## src/rtl/trn_csr_master.sv

```systemverilog
// Wishbone classic-cycle to CSR-bus initiator: each Wishbone cycle becomes one
// CSR write or read. Ack and read data return two cycles after the strobe is sampled.
`timescale 1ns/1ps
module trn_csr_master #(
    parameter int unsigned wb_adr_lsb = 2
) (
    input  logic        sys_clk,
    input  logic        sys_rst_n,
    input  logic [31:0] wb_adr_i,
    input  logic [31:0] wb_dat_i,
    input  logic [3:0]  wb_sel_i,
    input  logic        wb_we_i,
    input  logic        wb_cyc_i,
    input  logic        wb_stb_i,
    output logic [31:0] wb_dat_o,
    output logic        wb_ack_o,
    output logic [13:0] csr_a,
    output logic        csr_we,
    output logic [31:0] csr_do,
    input  logic [31:0] csr_di
);

    localparam logic [1:0] S_IDLE    = 2'd0;
    localparam logic [1:0] S_ISSUE   = 2'd1;
    localparam logic [1:0] S_CAPTURE = 2'd2;
    localparam logic [1:0] S_ACK     = 2'd3;

    logic [1:0]  state_q,  state_d;
    logic [13:0] csr_a_q,  csr_a_d;
    logic [31:0] csr_do_q, csr_do_d;
    logic [31:0] dat_q,    dat_d;
    logic        csr_we_q, csr_we_d;
    logic        ack_q,    ack_d;
    logic        we_q,     we_d;
    logic        abort_q,  abort_d;
    logic        dropped_wr_q, dropped_wr_d;
    logic        unused_s;

    // Address bits outside the CSR window are intentionally ignored.
    assign unused_s = ^{wb_adr_i, dropped_wr_q};

    // Next-state and datapath for one access per Wishbone cycle.
    always_comb begin
        state_d      = state_q;
        csr_a_d      = csr_a_q;
        csr_do_d     = csr_do_q;
        dat_d        = dat_q;
        csr_we_d     = 1'b0;
        ack_d        = 1'b0;
        we_d         = we_q;
        abort_d      = abort_q;
        dropped_wr_d = dropped_wr_q;
        case (state_q)
            S_IDLE: begin
                if (wb_cyc_i && wb_stb_i) begin
                    csr_a_d      = wb_adr_i[wb_adr_lsb +: 14];
                    csr_do_d     = wb_dat_i;
                    csr_we_d     = wb_we_i && (wb_sel_i == 4'hF);
                    dropped_wr_d = dropped_wr_q | (wb_we_i && (wb_sel_i != 4'hF));
                    we_d         = wb_we_i;
                    abort_d      = 1'b0;
                    state_d      = S_ISSUE;
                end else begin
                    state_d = S_IDLE;
                end
            end
            S_ISSUE: begin
                abort_d = abort_q | ~wb_cyc_i;
                state_d = S_CAPTURE;
            end
            S_CAPTURE: begin
                if (!we_q) begin
                    dat_d = csr_di;
                end else begin
                    dat_d = dat_q;
                end
                // A cycle dropped in this very cycle must also suppress the ack.
                abort_d = abort_q | ~wb_cyc_i;
                ack_d   = ~(abort_q | ~wb_cyc_i);
                state_d = S_ACK;
            end
            S_ACK: begin
                state_d = S_IDLE;
            end
            default: begin
                state_d = S_IDLE;
            end
        endcase
    end

    // State registers with asynchronous active-low reset.
    always_ff @(posedge sys_clk or negedge sys_rst_n) begin
        if (!sys_rst_n) begin
            state_q      <= S_IDLE;
            csr_a_q      <= 14'd0;
            csr_do_q     <= 32'd0;
            dat_q        <= 32'd0;
            csr_we_q     <= 1'b0;
            ack_q        <= 1'b0;
            we_q         <= 1'b0;
            abort_q      <= 1'b0;
            dropped_wr_q <= 1'b0;
        end else begin
            state_q      <= state_d;
            csr_a_q      <= csr_a_d;
            csr_do_q     <= csr_do_d;
            dat_q        <= dat_d;
            csr_we_q     <= csr_we_d;
            ack_q        <= ack_d;
            we_q         <= we_d;
            abort_q      <= abort_d;
            dropped_wr_q <= dropped_wr_d;
        end
    end

    assign wb_dat_o = dat_q;
    assign wb_ack_o = ack_q;
    assign csr_a    = csr_a_q;
    assign csr_we   = csr_we_q;
    assign csr_do   = csr_do_q;

endmodule

```

## config.mk

```make
export PLATFORM = sky130hd
export DESIGN_NAME = trn_csr_master
export DESIGN_NICKNAME = d
export VERILOG_FILES = /design/src/rtl/trn_csr_master.sv
export SDC_FILE = /design/constraint.sdc
export NUM_CORES = 1
export LEC_CHECK = 0
export BUFFER_PORTS_ARGS = -buffer_cell sky130_fd_sc_hd__clkbuf_2
export CORE_MARGIN = 5
export CORE_UTILIZATION = 39
export DETAILED_ROUTE_END_ITERATION = 16
export PLACE_DENSITY = 0.75
export SETUP_SLACK_MARGIN = 0.5
export SYNTH_ARGS = -nofsm -noshare
export SYNTH_HDL_FRONTEND = slang
export SYNTH_SLANG_ARGS = --single-unit
export TNS_END_PERCENT = 20
```

## constraint.sdc

```tcl
create_clock -name sys_clk -period 1.3 [get_ports sys_clk]
set_input_delay 0.13 -clock sys_clk [delete_from_list [all_inputs] [get_ports sys_clk]]
set_output_delay 0.13 -clock sys_clk [all_outputs]
set_load 0.01 [all_outputs]
```

# Yosys cells after proc, flatten, opt, wreduce, memory -nomap -nowiden

Index checks and enable logic that the tools add are counted.

Bits in registers: 84
Output and inout port bits: 80
Word-level logic and storage cells: 32

Equality and inequality tests: 5
Mux-type cells: 7
Bitwise operators: 4
Reduce and logical (&&, ||, !) cells: 8

Operator list:

| cell                                                            | number |
|---|---|
| 2-bit case mux with 4 select lines                              | 1 |
| 2-bit AND reduction                                             | 3 |
| 1-bit 2-to-1 mux                                                | 5 |
| 2-bit == test, second input constant                            | 2 |
| 4-bit == test, second input constant                            | 1 |
| 1-bit NOT                                                       | 3 |
| 2-bit by 1-bit == test with 1-bit output, second input constant | 1 |
| 1-bit logical AND                                               | 2 |
| 2-bit logical NOT                                               | 1 |
| 2-bit inequality test, second input constant                    | 1 |
| 1-bit case mux with 2 select lines                              | 1 |
| 2-bit nonzero test                                              | 1 |
| 2-bit OR reduction                                              | 1 |
| 1-bit OR                                                        | 1 |

# Depth between registers and ports, before layout

Gate-level depths: netlist of run 1.

Depth after elaboration: 4
Depth in mapped cells: 6
Depth with buffers taken out: 5

# Worst setup path after synthesis of run 1

OpenSTA, ideal clock, no wires.

Path type: flip-flop to flip-flop
Start point: register state_q[0]
End point: register dat_q[10] (netlist: wb_dat_o[10])
Arrival: 1293 ps
Required time: 1175 ps
Path slack: -117 ps
Cell stages (with the launch flop): 7
Path buffers: 1
Cell sequence: dfrtp_1 > inv_1 > ha_1 > inv_1 > nor2_2 > buf_4 > mux2_2

Word-level cells in the longest chain between the ends: 2

RTL lines:

| item                                 | line | text |
|---|---|---|
| from (decl)                          | 28   | `logic [1:0] state_q, state_d;` |
| from (signal assigned)               | 104  | `state_q <= state_d;` |
| 2-bit == test                        | 53   | `case (state_q)` |
| 2-bit AND reduction (no source line) | --   |  |
| to (signal assigned)                 | 107  | `dat_q <= dat_d;` |
| to (decl)                            | 31   | `logic [31:0] dat_q, dat_d;` |

Every way passes these cells.
A chain may end at the register's enable or synchronous reset.

# Worst setup path in the final report of run 1

Start point: register state_q[1]
End point: register csr_do_q[10] (netlist: csr_do[10])

Word-level cells in the longest chain between the ends: 2

RTL lines:

| item                                 | line | text |
|---|---|---|
| 2-bit logical NOT                    | 53   |  |
| 2-bit AND reduction (no source line) | --   |  |
| to (signal assigned)                 | 106  | `csr_do_q <= csr_do_d;` |
| to (decl)                            | 30   | `logic [31:0] csr_do_q, csr_do_d;` |

Every way passes these cells.

==> reports/results.tsv, run 1 <==
stage	metric	value	unit
outcome	status	complete, but fails checks	
outcome	violations	negative setup slack	
power_and_ir_drop	intPower	7.889	mW
clock_network	clk_path_buf_depth	2	
logic_synthesis	synth_edf_count	0	
placed_design	gp_congestion	0.6758	
clock_network	cts_sinks	84	
power_and_ir_drop	irDropWorstVdd	1206	µV
logic_synthesis	synthAdderAreaFrac	0.7865	%
drt	drt_iter0_markers	31	
cells_and_area	nFillCells	711	
logic_synthesis	yosys.area_share.simple	1.140	%
logic_synthesis	synth_xor_area_share	0	%
logic_synthesis	netlist_area	0.003182	mm²
clock_network	numCtsBuffers	9	
clock_network	cts_root_buf	clkbuf_8	
die	rows	33	
timing	maxSlewViolCount	0	
timing	maxSlewHeadroom	71.69	%
placed_design	dpl_cell_area	0.004169	mm²
cells_and_area	mostFrequentLayoutCell	clkbuf_2	
cells_and_area	utilization	57.98	%
drt	wl_per_cell	15.62	µm
logic_synthesis	synth_cells	188	
logic_synthesis	ys_ff_latch	84	
logic_synthesis	yosys_warnings	0	
timing	period_minus_slack	1.476	ns
timing	post-route-period-util	113.5	%
flow_run	max_cap_viol_count	0	
timing	max_freq	677.6	MHz
worst_setup_path	slowest_delay	0.39	ns
power_and_ir_drop	clkPwrFrac	16.1	%
cells_and_area	syn_to_final_growth	47.46	%
global_route	grt_pass1_wl	11560	µm
worst_setup_path	r2r-end	csr_do[10]	
die	pin_count	185	
power_and_ir_drop	p_sw_share	32.07	%
global_route	grt_max_degree	85	
drt	route.detailed.drc	0	
logic_synthesis	synth_top_family_by_area	multiplexers	
worst_setup_path	crit_family	flip-flops	
global_route	grt_pass1_vias	2415	
timing	rsz0062_at_grt	yes	
logic_synthesis	synth_mux_area_share	28.90	%
worst_setup_path	cp.depth	5	
cells_and_area	nets	484	
logic_synthesis	ys.flop_type	dfrtp_1	
worst_setup_path	r2r_slack	-0.18	ns
global_route	grt_util_all_layers	14.65	%
power_and_ir_drop	finalPower	11.61	mW
timing	setup_viol	79	
placed_design	dp_hpwl	5341	µm
min_path	whs_endpoint	wb_dat_o[29]	
timing	hold_violations	0	
logic_synthesis	syn_nets	295	
global_route	grt_overflow	0	
power_and_ir_drop	combPwrFrac	44.0	%
logic_synthesis	synth-compound-area-share	0.6292	%
die	die_area	0.01007	mm²
placed_design	io_buffers	166	
worst_setup_path	cp.required	1.52	ns
drt	wl	7608	µm
clock_network	cts.reportedPaths.clkPinSlew	0.09	ns
cells_and_area	finish.instance_area	0.004692	mm²
cells_and_area	num_antenna_cells	0	
timing	setup_ws	-0.1757	ns
worst_setup_path	crit_chain	inv_1 > ha_2 > nand3_4 > buf_12 > mux2_2	
power_and_ir_drop	power.leakage	2.371	nW
worst_setup_path	reg2reg_depth	5	
timing	worst_pin_slew	0.4246	ns
worst_setup_path	crit_type	flop to flop	
die	core-area	0.008093	mm²
die	die_w	100.3	µm
cells_and_area	final_layout_size_suffix_gt1_share	71.99	%
drt	vias_per_cell	4.565	
die	die_h	100.3	µm
logic_synthesis	yosys.area.top_type_share	66.06	%
logic_synthesis	synthTopCellsByArea	dfrtp_1 66%, mux2_2 25%, mux2_4 3.8%	
drt	ant_nets	0	
clock_network	cts_tree	built	
power_and_ir_drop	power.switching	3.725	mW
worst_setup_path	critPathSlowestCell	dfrtp_1	
logic_synthesis	synthArstFlopShare	100.0	%
clock_network	clk-insertion-delay-late	0.34	ns
power_and_ir_drop	powerDensity	2475	mW/mm²
logic_synthesis	synth_area_leader_cell	dfrtp_1	
worst_setup_path	cp_max_fo	39	
logic_synthesis	syn_avg_cell_area	16.92	µm²
power_and_ir_drop	power_frac_seq	39.9	%
min_path	hold_class	input pin to flop	
worst_setup_path	cp.buffers_inverters	2	
drt	vias	2223	
worst_setup_path	crit_arrival	1.70	ns
logic_synthesis	ys_seq_area_share	66.06	%
logic_synthesis	yosysUniqueCellTypes	15	
min_path	hp-start	csr_di[29]	
worst_setup_path	r2r-start	state_q[1]	
worst_setup_path	worstSetupEndpointType	flop	
worst_setup_path	cp-start-kind	flop	
global_route	antenna_found_initial	0	
min_path	hold_depth	2	
timing	fin_worst_skew	0.009299	ns
die	initial_utilization	39.32	%
cells_and_area	mostFrequentLayoutCells	85 x clkbuf_2, 84 x dfrtp_1, 69 x buf_2	
clock_network	htreeDepth	3	
drt	drtPass1Iterations	3	
-- repair_timing --
| action | CTS | global route |
|---|---|---|
| setup buffers | 0 | 1 |
| hold endpoints to repair | 89 | 5 |
| cloned | 0 | 2 |
| hold buffers | 7 | 5 |
| endpoints found under the setup margin | 164 | 164 |
| gates resized for setup | 6 | 106 |
| pin swaps | 1 | 1 |
-- kinds of logic after synthesis --
logic type / count (synthesis)
AO/OA/AOI/OAI: 4
adder cells (fa/ha/maj): 2
multiplexers: 79
flip-flops: 84
buffers and inverters: 13
AND/OR/NAND/NOR: 6
-- registers in the layout, indices dropped and copies added (netlist names) --
signal / count
csr_do: 32
we_q: 1
state_q: 2
wb_ack_o: 1
csr_we: 1
abort_q: 1
csr_a: 14
wb_dat_o: 32
-- Yosys cell counts (2+ instances only) --
cell	n
mux2_2	71
a21oi_1	2
buf_4	3
ha_1	2
buf_2	3
buf_6	2
nor3_1	2
o21ai_0	2
mux2_4	8
inv_1	5
dfrtp_1	84
-- power groups by stage --
| stage | Clock (mW) | Sequential, mW | Combinational (mW) |
|---|---|---|---|
| after floorplan | 0 | 5.20 | 2.04 |
| after global placement | 0 | 4.57 | 4.37 |
| after detailed placement | 0 | 4.67 | 4.50 |
| after CTS | 1.93 | 4.64 | 4.57 |
| after global routing | 2.07 | 4.81 | 5.52 |
| final | 1.87 | 4.63 | 5.11 |
-- per-layer routing --
layer,vias up,track usage (%),wire (µm)
met3,10,6.324,718
met1,1089,16.74,2825
met2,93,25.08,3963
met5,-,0,0
met4,0,4.041,100
li1,1031,-,-
-- final cells by class --
cell class / count / area, µm² / share of cell area, %
Clock buffer: 13 / 158.9 / 3.387
Multi-Input combinational cell: 91 / 1082 / 23.07
Clock inverter: 3 / 45.04 / 0.9600
Timing Repair Buffer: 186 / 1151 / 24.53
Sequential cell: 84 / 2102 / 44.80
Tap cell: 105 / 131.4 / 2.800
Inverter: 5 / 21.27 / 0.4533
-- worst max-delay path by stage --
stage                          start            to  slack, ns
final                     state_q[1]    csr_do[10]      -0.18
after global placement    state_q[0]  wb_dat_o[10]      -0.10
after CTS                 state_q[0]   wb_dat_o[5]      -0.14
after floorplan           state_q[1]    csr_do[13]      -0.07
after global routing      state_q[0]   wb_dat_o[2]      -0.23
after detailed placement  state_q[0]   wb_dat_o[0]      -0.13
-- metrics by stage --
| stage | hold WS, ns | setup WS, ns | setup TNS [ns] | std cells |
|---|---|---|---|---|
| 2_1_floorplan | -0.1656 | -0.06796 | -2.005 | 188 |
| 3_3_place_gp | 0.1969 | -0.1022 | -6.066 | 456 |
| 3_5_place_dp | 0.2044 | -0.1335 | -8.524 | 456 |
| 4_1_cts | 0.0007125 | -0.1392 | -8.795 | 479 |
| 5_1_grt | 0.002063 | -0.2346 | -16.07 | 487 |
| 6_report | 0.01880 | -0.1757 | -10.78 | 487 |
Note: power is estimated with default switching activity, not from simulation.
==> inputs of run 2 (changes only) <==
--- a/config.mk
+++ b/config.mk
@@ -5,12 +5,15 @@
 export SDC_FILE = /design/constraint.sdc
 export NUM_CORES = 1
 export LEC_CHECK = 0
+export ABC_AREA = 1
 export BUFFER_PORTS_ARGS = -buffer_cell sky130_fd_sc_hd__clkbuf_2
 export CORE_MARGIN = 5
-export CORE_UTILIZATION = 39
+export CORE_UTILIZATION = 40
 export DETAILED_ROUTE_END_ITERATION = 16
-export PLACE_DENSITY = 0.75
+export HOLD_SLACK_MARGIN = 0.06
+export PLACE_DENSITY = 0.76
 export SETUP_SLACK_MARGIN = 0.5
+export SLEW_MARGIN = 20
 export SYNTH_ARGS = -nofsm -noshare
 export SYNTH_HDL_FRONTEND = slang
 export SYNTH_SLANG_ARGS = --single-unit
==> reports/results.tsv, run 2 <==
stage	metric	value	unit	change
global_route	grt_overflow	0		unchanged
clock_network	cts.reportedPaths.clkPinSlew	0.08	ns	about the same
power_and_ir_drop	power.leakage	3.206	nW	+35%
power_and_ir_drop	powerDensity	2133	mW/mm²	-14%
drt	wl_per_cell	14.98	µm	-4.1%
placed_design	dp_hpwl	6105	µm	+14%
timing	setup_ws	0.01812	ns	+0.1938 ns
timing	maxSlewViolCount	0		unchanged
clock_network	cts_tree	built		
logic_synthesis	synth_top_family_by_area	simple AND/OR/NAND/NOR gates		
timing	period_minus_slack	1.282	ns	-0.1938 ns
placed_design	gp_congestion	0.7471		+11%
timing	hold_violations	0		unchanged
power_and_ir_drop	irDropWorstVdd	933.8	µV	-23%
logic_synthesis	synth_area_leader_cell	dfrtp_1		
worst_setup_path	cp_max_fo	13		-67%
logic_synthesis	netlist_area	0.003324	mm²	+4.5%
timing	setup_viol	0		-100%
clock_network	cts_root_buf	clkbuf_8		
logic_synthesis	synthAdderAreaFrac	0.7527	%	-0.034 points
placed_design	place_inst	623		+37%
clock_network	clk-insertion-delay-late	0.33	ns	about the same
worst_setup_path	reg2reg_depth	7		+2
global_route	grt_pass1_wl	16480	µm	+42%
logic_synthesis	yosys_warnings	0		unchanged
logic_synthesis	syn_avg_cell_area	9.158	µm²	-46%
cells_and_area	final_layout_size_suffix_gt1_share	34.12	%	-38 points
clock_network	clk_path_buf_depth	2		unchanged
worst_setup_path	worstSetupEndpointType	flop		
timing	worst_pin_slew	0.4659	ns	+0.04126 ns
timing	maxSlewHeadroom	68.94	%	-2.8 points
logic_synthesis	synth_most_common_cell	nand2_1		
drt	wl	11060	µm	+45%
cells_and_area	syn_to_final_growth	71.85	%	
die	initial_utilization	40.66	%	+1.3 points
worst_setup_path	crit_type	flop to flop		
cells_and_area	mostFrequentLayoutCell	clkbuf_2		
cells_and_area	mostFrequentLayoutCells	165 x clkbuf_2, 116 x nand2_1, 84 x dfrtp_1, 84 x dlygate4sd3_1, 51 x inv_1		
timing	max_freq	780.1	MHz	+15%
placed_design	io_buffers	166		unchanged
die	die_h	101.2	µm	+0.84%
drt	drtPass1Iterations	4		+1
worst_setup_path	endpoint	csr_do[25]		
worst_setup_path	cp-startpoint	state_q[0]		
worst_setup_path	cp-start-kind	flop		
flow_run	max_cap_viol_count	0		unchanged
worst_setup_path	r2r-end	csr_do[25]		
die	die_w	101.2	µm	+0.84%
clock_network	numCtsBuffers	9		unchanged
logic_synthesis	synth_mux_area_share	0	%	-29 points
worst_setup_path	cp.required	1.51	ns	about the same
drt	ant_nets	0		unchanged
cells_and_area	num_antenna_cells	0		unchanged
logic_synthesis	yosys.area.top_type_share	63.23	%	-2.8 points
global_route	grt_util_all_layers	20.21	%	+5.6 points
logic_synthesis	ys_ff_latch	84		unchanged
min_path	hold_depth	3		+1
drt	vias_per_cell	4.701		+3.0%
die	die_area	0.01023	mm²	+1.7%
timing	rsz0062_at_grt	yes		
logic_synthesis	ys_seq_area_share	63.23	%	-2.8 points
placed_design	pre_cts_slack	0.004887	ns	+0.1383 ns
die	rows	33		unchanged
logic_synthesis	synth_cells	363		+93%
timing	tns	0	ns	+10.78 ns
worst_setup_path	r2r-start	state_q[0]		
power_and_ir_drop	finalPower	12.18	mW	+4.9%
outcome	status	finished, final reports clean		
global_route	grt_pass1_vias	3656		+51%
global_route	grt_max_degree	85		unchanged
logic_synthesis	synth-compound-area-share	7.226	%	+6.6 points
cells_and_area	stdcell_count	738		+52%
die	core-area	0.008175	mm²	+1.0%
cells_and_area	nets	736		+52%
drt	drt_iter0_markers	124		+300%
timing	hold_ws	0.09998	ns	+0.08118 ns
worst_setup_path	r2r_slack	0.02	ns	+0.19 ns
clock_network	htreeDepth	3		unchanged
timing	post-route-period-util	98.61	%	-15 points
worst_setup_path	crit_arrival	1.49	ns	-0.21 ns
min_path	hold_class	input pin to flop		
logic_synthesis	yosysUniqueCellTypes	16		+1
logic_synthesis	synth_edf_count	0		unchanged
clock_network	cts_sinks	84		unchanged
drt	vias	3469		+56%
global_route	antenna_found_initial	0		unchanged
die	pin_count	185		unchanged
logic_synthesis	yosys.area_share.simple	19.19	%	+18 points
timing	fin_worst_skew	0.01263	ns	+0.003327 ns
logic_synthesis	ys.flop_type	dfrtp_1		
logic_synthesis	synthArstFlopShare	100.0	%	unchanged
drt	route.detailed.drc	0		unchanged
logic_synthesis	synth_xor_area_share	0	%	unchanged
logic_synthesis	synthTopCellsByCount	118 x nand2_1, 84 x dfrtp_1, 53 x inv_1		
logic_synthesis	syn_nets	470		+59%
logic_synthesis	synthTopCellsByArea	dfrtp_1 63%, nand2_1 13%, o21ai_1 6.2%		
## run 2: cell types whose count changed in the layout (fill, tap and decap cells not counted), sizes merged, moves of 2 or more
cell         before  now
o21ai             2   47
nand3             1   34
nor3              2    0
inv               5   53
buf              87   20
dlygate4sd3      12   84
clkbuf          100  182
mux2             79    0
nand2             1  118
## run 2: how the worst min path moves through the flow
stage | from | to | slack [ns]
final | wb_we_i | we_q | 0.1
after global routing | wb_we_i | we_q | 0.07
after CTS | wb_we_i | we_q | 0.07
after detailed placement | sys_rst_n | csr_do[19] | 0.20
after global placement | sys_rst_n | csr_do[13] | 0.19
after floorplan | sys_rst_n | abort_q | -0.17
## run 2: power by group
group | switching [mW] | leakage, nW | internal [mW] | total [mW]
Clock | 0.877 | 0.0956 | 1.07 | 1.95
Sequential | 0.710 | 1.04 | 3.85 | 4.56
Combinational | 3.05 | 2.07 | 2.63 | 5.67
## run 2: layer usage
layer	wire length (µm)	global-route usage, %	vias to the layer above
met5	0	0	-
li1	-	-	1648
met3	735	4.201	21
met1	4067	22.53	1650
met2	6009	37.53	150
met4	243	7.771	0
## run 2: cell type report
type	count	area, µm²
clock buffers	11	131.4
clock inverters	4	75.07
fillers	611	2462
inverters	53	198.9
multi-input cells	206	978.4
flip-flops and latches	84	2102
well taps	105	131.4
repair buffers	275	2096
## run 2: worst max-delay path, cell delays in order (launching register included)
cell,delay [ns]
dfrtp_1,0.37
inv_2,0.08
ha_4,0.17
nand3_4,0.07
buf_12,0.16
clkbuf_16,0.17
nand2_1,0.06
o21ai_0,0.08
## run 2: per-stage QoR
stage	utilization, %	cell area, µm²
6_report	69.88	5713
5_1_grt	69.88	5713
4_1_cts	66.56	5441
3_5_place_dp	52.40	4284
3_3_place_gp	52.40	4284
2_1_floorplan	-	3334
## run 2: cell families after synthesis
group,Yosys count
adders and majority gates,2
AOI/OAI and AO/OA,48
and+or+nand+nor,156
buffers and inverters,73
DFF,84
## run 2: timing repair
| action | 4_1_cts | 5_1_grt |
|---|---|---|
| resized for setup | 11 | 18 |
| gates cloned | 2 | 7 |
| pin swaps | 0 | 5 |
| hold buffers | 84 | 0 |
| endpoints found under the setup margin | 164 | 170 |
| setup buffers | 3 | 4 |
| endpoints found under the hold margin | 164 | 0 |
==> inputs of run 3 (changes only) <==
--- a/config.mk
+++ b/config.mk
@@ -8,10 +8,10 @@
 export ABC_AREA = 1
 export BUFFER_PORTS_ARGS = -buffer_cell sky130_fd_sc_hd__clkbuf_2
 export CORE_MARGIN = 5
-export CORE_UTILIZATION = 40
+export CORE_UTILIZATION = 47
 export DETAILED_ROUTE_END_ITERATION = 16
 export HOLD_SLACK_MARGIN = 0.06
-export PLACE_DENSITY = 0.76
+export PLACE_DENSITY = 0.84
 export SETUP_SLACK_MARGIN = 0.5
 export SLEW_MARGIN = 20
 export SYNTH_ARGS = -nofsm -noshare
==> constraint.sdc (replaced) <==
create_clock -name sys_clk -period 1.6 [get_ports sys_clk]
set_input_delay 0.16 -clock sys_clk [delete_from_list [all_inputs] [get_ports sys_clk]]
set_output_delay 0.16 -clock sys_clk [all_outputs]
set_load 0.01 [all_outputs]
==> reports/results.tsv, run 3 (same netlist as run 2, synthesis figures left out) <==
stage	metric	value	unit	change
outcome	status	finished, final reports clean		
clock_network	cts.reportedPaths.clkPinSlew	0.09	ns	about the same
die	pin_count	185		unchanged
power_and_ir_drop	power.leakage	3.178	nW	-0.88%
drt	route.detailed.drc	0		unchanged
cells_and_area	stdcell_count	716		-3.0%
global_route	grt_overflow	0		unchanged
worst_setup_path	cp.required	1.85	ns	+0.34 ns
cells_and_area	mostFrequentLayoutCell	clkbuf_2		
cells_and_area	ff_latch_area	0.002102	mm²	unchanged
timing	worst_pin_slew	0.3913	ns	-0.07454 ns
die	die_h	94.10	µm	-7.0%
cells_and_area	num_antenna_cells	0		unchanged
min_path	hold_class	input pin to flop		
die	die_w	94.10	µm	-7.0%
worst_setup_path	crit_type	flop to flop		
drt	vias_per_cell	4.897		+4.2%
timing	max_freq	724.3	MHz	-7.2%
timing	rsz0062_at_grt	yes		
timing	hold_violations	0		unchanged
placed_design	place_inst	612		-1.8%
power_and_ir_drop	finalPower	9.707	mW	-20%
timing	tns	0	ns	unchanged
timing	period_minus_slack	1.381	ns	+0.09880 ns
drt	vias	3506		+1.1%
cells_and_area	syn_to_final_growth	69.48	%	
clock_network	clk_path_buf_depth	2		unchanged
timing	fin_worst_skew	0.01477	ns	+0.002146 ns
die	rows	30		-9.1%
timing	maxSlewViolCount	0		unchanged
worst_setup_path	cp_max_fo	6		-7
drt	drt_iter0_markers	183		+48%
drt	wl	12190	µm	+10%
clock_network	clk-insertion-delay-late	0.34	ns	about the same
cells_and_area	nFillCells	380		-38%
placed_design	dp_hpwl	6210	µm	+1.7%
die	core-area	0.006832	mm²	-16%
timing	post-route-period-util	86.29	%	-12 points
global_route	grt_max_degree	40		-53%
global_route	grt_pass1_wl	18100	µm	+9.8%
cells_and_area	final_layout_size_suffix_gt1_share	39.19	%	+5.1 points
cells_and_area	multiInputGateArea	0.001061	mm²	+8.4%
clock_network	htreeDepth	3		unchanged
drt	ant_nets	0		unchanged
clock_network	numCtsBuffers	9		unchanged
global_route	grt_pass1_vias	3721		+1.8%
global_route	grt_util_all_layers	26.55	%	+6.3 points
clock_network	cts_tree	built		
flow_run	max_cap_viol_count	0		unchanged
placed_design	io_buffers	166		unchanged
worst_setup_path	worstSetupEndpointType	flop		
die	initial_utilization	48.66	%	+8.0 points
power_and_ir_drop	irDropWorstVdd	1013	µV	+8.5%
clock_network	cts_sinks	84		unchanged
worst_setup_path	cp-start-kind	flop		
cells_and_area	mostFrequentLayoutCells	165 x clkbuf_2, 96 x nand2_1, 84 x dfrtp_1		
global_route	antenna_found_initial	0		unchanged
timing	setup_viol	0		unchanged
timing	maxSlewHeadroom	73.91	%	+5.0 points
cells_and_area	finish.instance_area	0.005634	mm²	-1.4%
cells_and_area	nets	724		-1.6%
power_and_ir_drop	powerDensity	1723	mW/mm²	-19%
placed_design	gp_congestion	0.7845		+5.0%
worst_setup_path	crit_arrival	1.63	ns	+0.14 ns
clock_network	cts_root_buf	clkbuf_8		
timing	hold_ws	0.06146	ns	-0.03852 ns
placed_design	dpl_cell_area	0.004258	mm²	-0.61%
die	die_area	0.008855	mm²	-13%
drt	wl_per_cell	17.02	µm	+14%
drt	drtPass1Iterations	5		+1
-- run 3: cell count changes in the layout (fill, tap and decap cells not counted), sizes merged --
cell         before  now
bufinv            2    0
clkbuf          182  180
clkinvlp          2    0
clkinv            0    3
buf              20   22
dlygate4sd3      84   72
-- run 3: power breakdown --
part           internal [mW]  switching, mW
combinational           2.05           2.55
sequential              3.13          0.684
clock                  0.583          0.711
total                   5.76           3.95
-- run 3: critical path, cell delays in order, from the launching register on --
cell,delay [ns]
dfrtp_1,0.41
inv_2,0.08
ha_4,0.15
nand3_4,0.14
buf_8,0.19
clkbuf_16,0.16
o21ai_1,0.15
-- run 3: area by class of cell --
class / count / area share (%)
Sequential cell: 84 / 37.31
Clock buffer: 11 / 2.509
Multi-Input combinational cell: 206 / 18.83
Inverter: 53 / 3.531
Timing Repair Buffer: 263 / 35.42
Clock inverter: 3 / 0.2665
Tap cell: 96 / 2.132
-- run 3: final timing paths --
kind | from | endpoint | slack (ns) | cells after the start
max | state_q[1] | csr_do[9] | 0.22 | 6
min | wb_sel_i[3] | csr_we | 0.06 | 3
max reg2reg | state_q[1] | csr_do[9] | 0.22 | 6
min reg2reg | wb_dat_o[1] | wb_dat_o[1] | 0.47 | 2
max in group asynchronous | sys_rst_n | csr_do[19] | 0.74 | 3
min in group asynchronous | sys_rst_n | wb_dat_o[1] | 0.29 | 2
-- run 3: routing by layer --
metal	up-vias	global-route usage (%)	routed length [µm]	share of wire, %
met2	173	48.73	6720	55
li1	1622	-	-	-
met3	37	5.288	698	5.7
met5	-	0	0	0
met1	1674	28.60	4359	36
met4	0	13.60	407	3.3
-- run 3: stage by stage --
stage               worst slack, ns  utilization, %
CTS                          0.3273           79.62
detailed placement           0.2548           62.33
finish                       0.2193           82.47
floorplan                    0.3993               -
global route                 0.1750           82.47
global placement             0.3238           62.33
-- run 3: timing repair --
action,CTS,global route
gates cloned,5,5
endpoints found under the hold margin,97,0
pin swaps,4,2
setup buffers,8,0
hold buffers,72,0
gates resized for setup,34,31
endpoints found under the setup margin,80,82
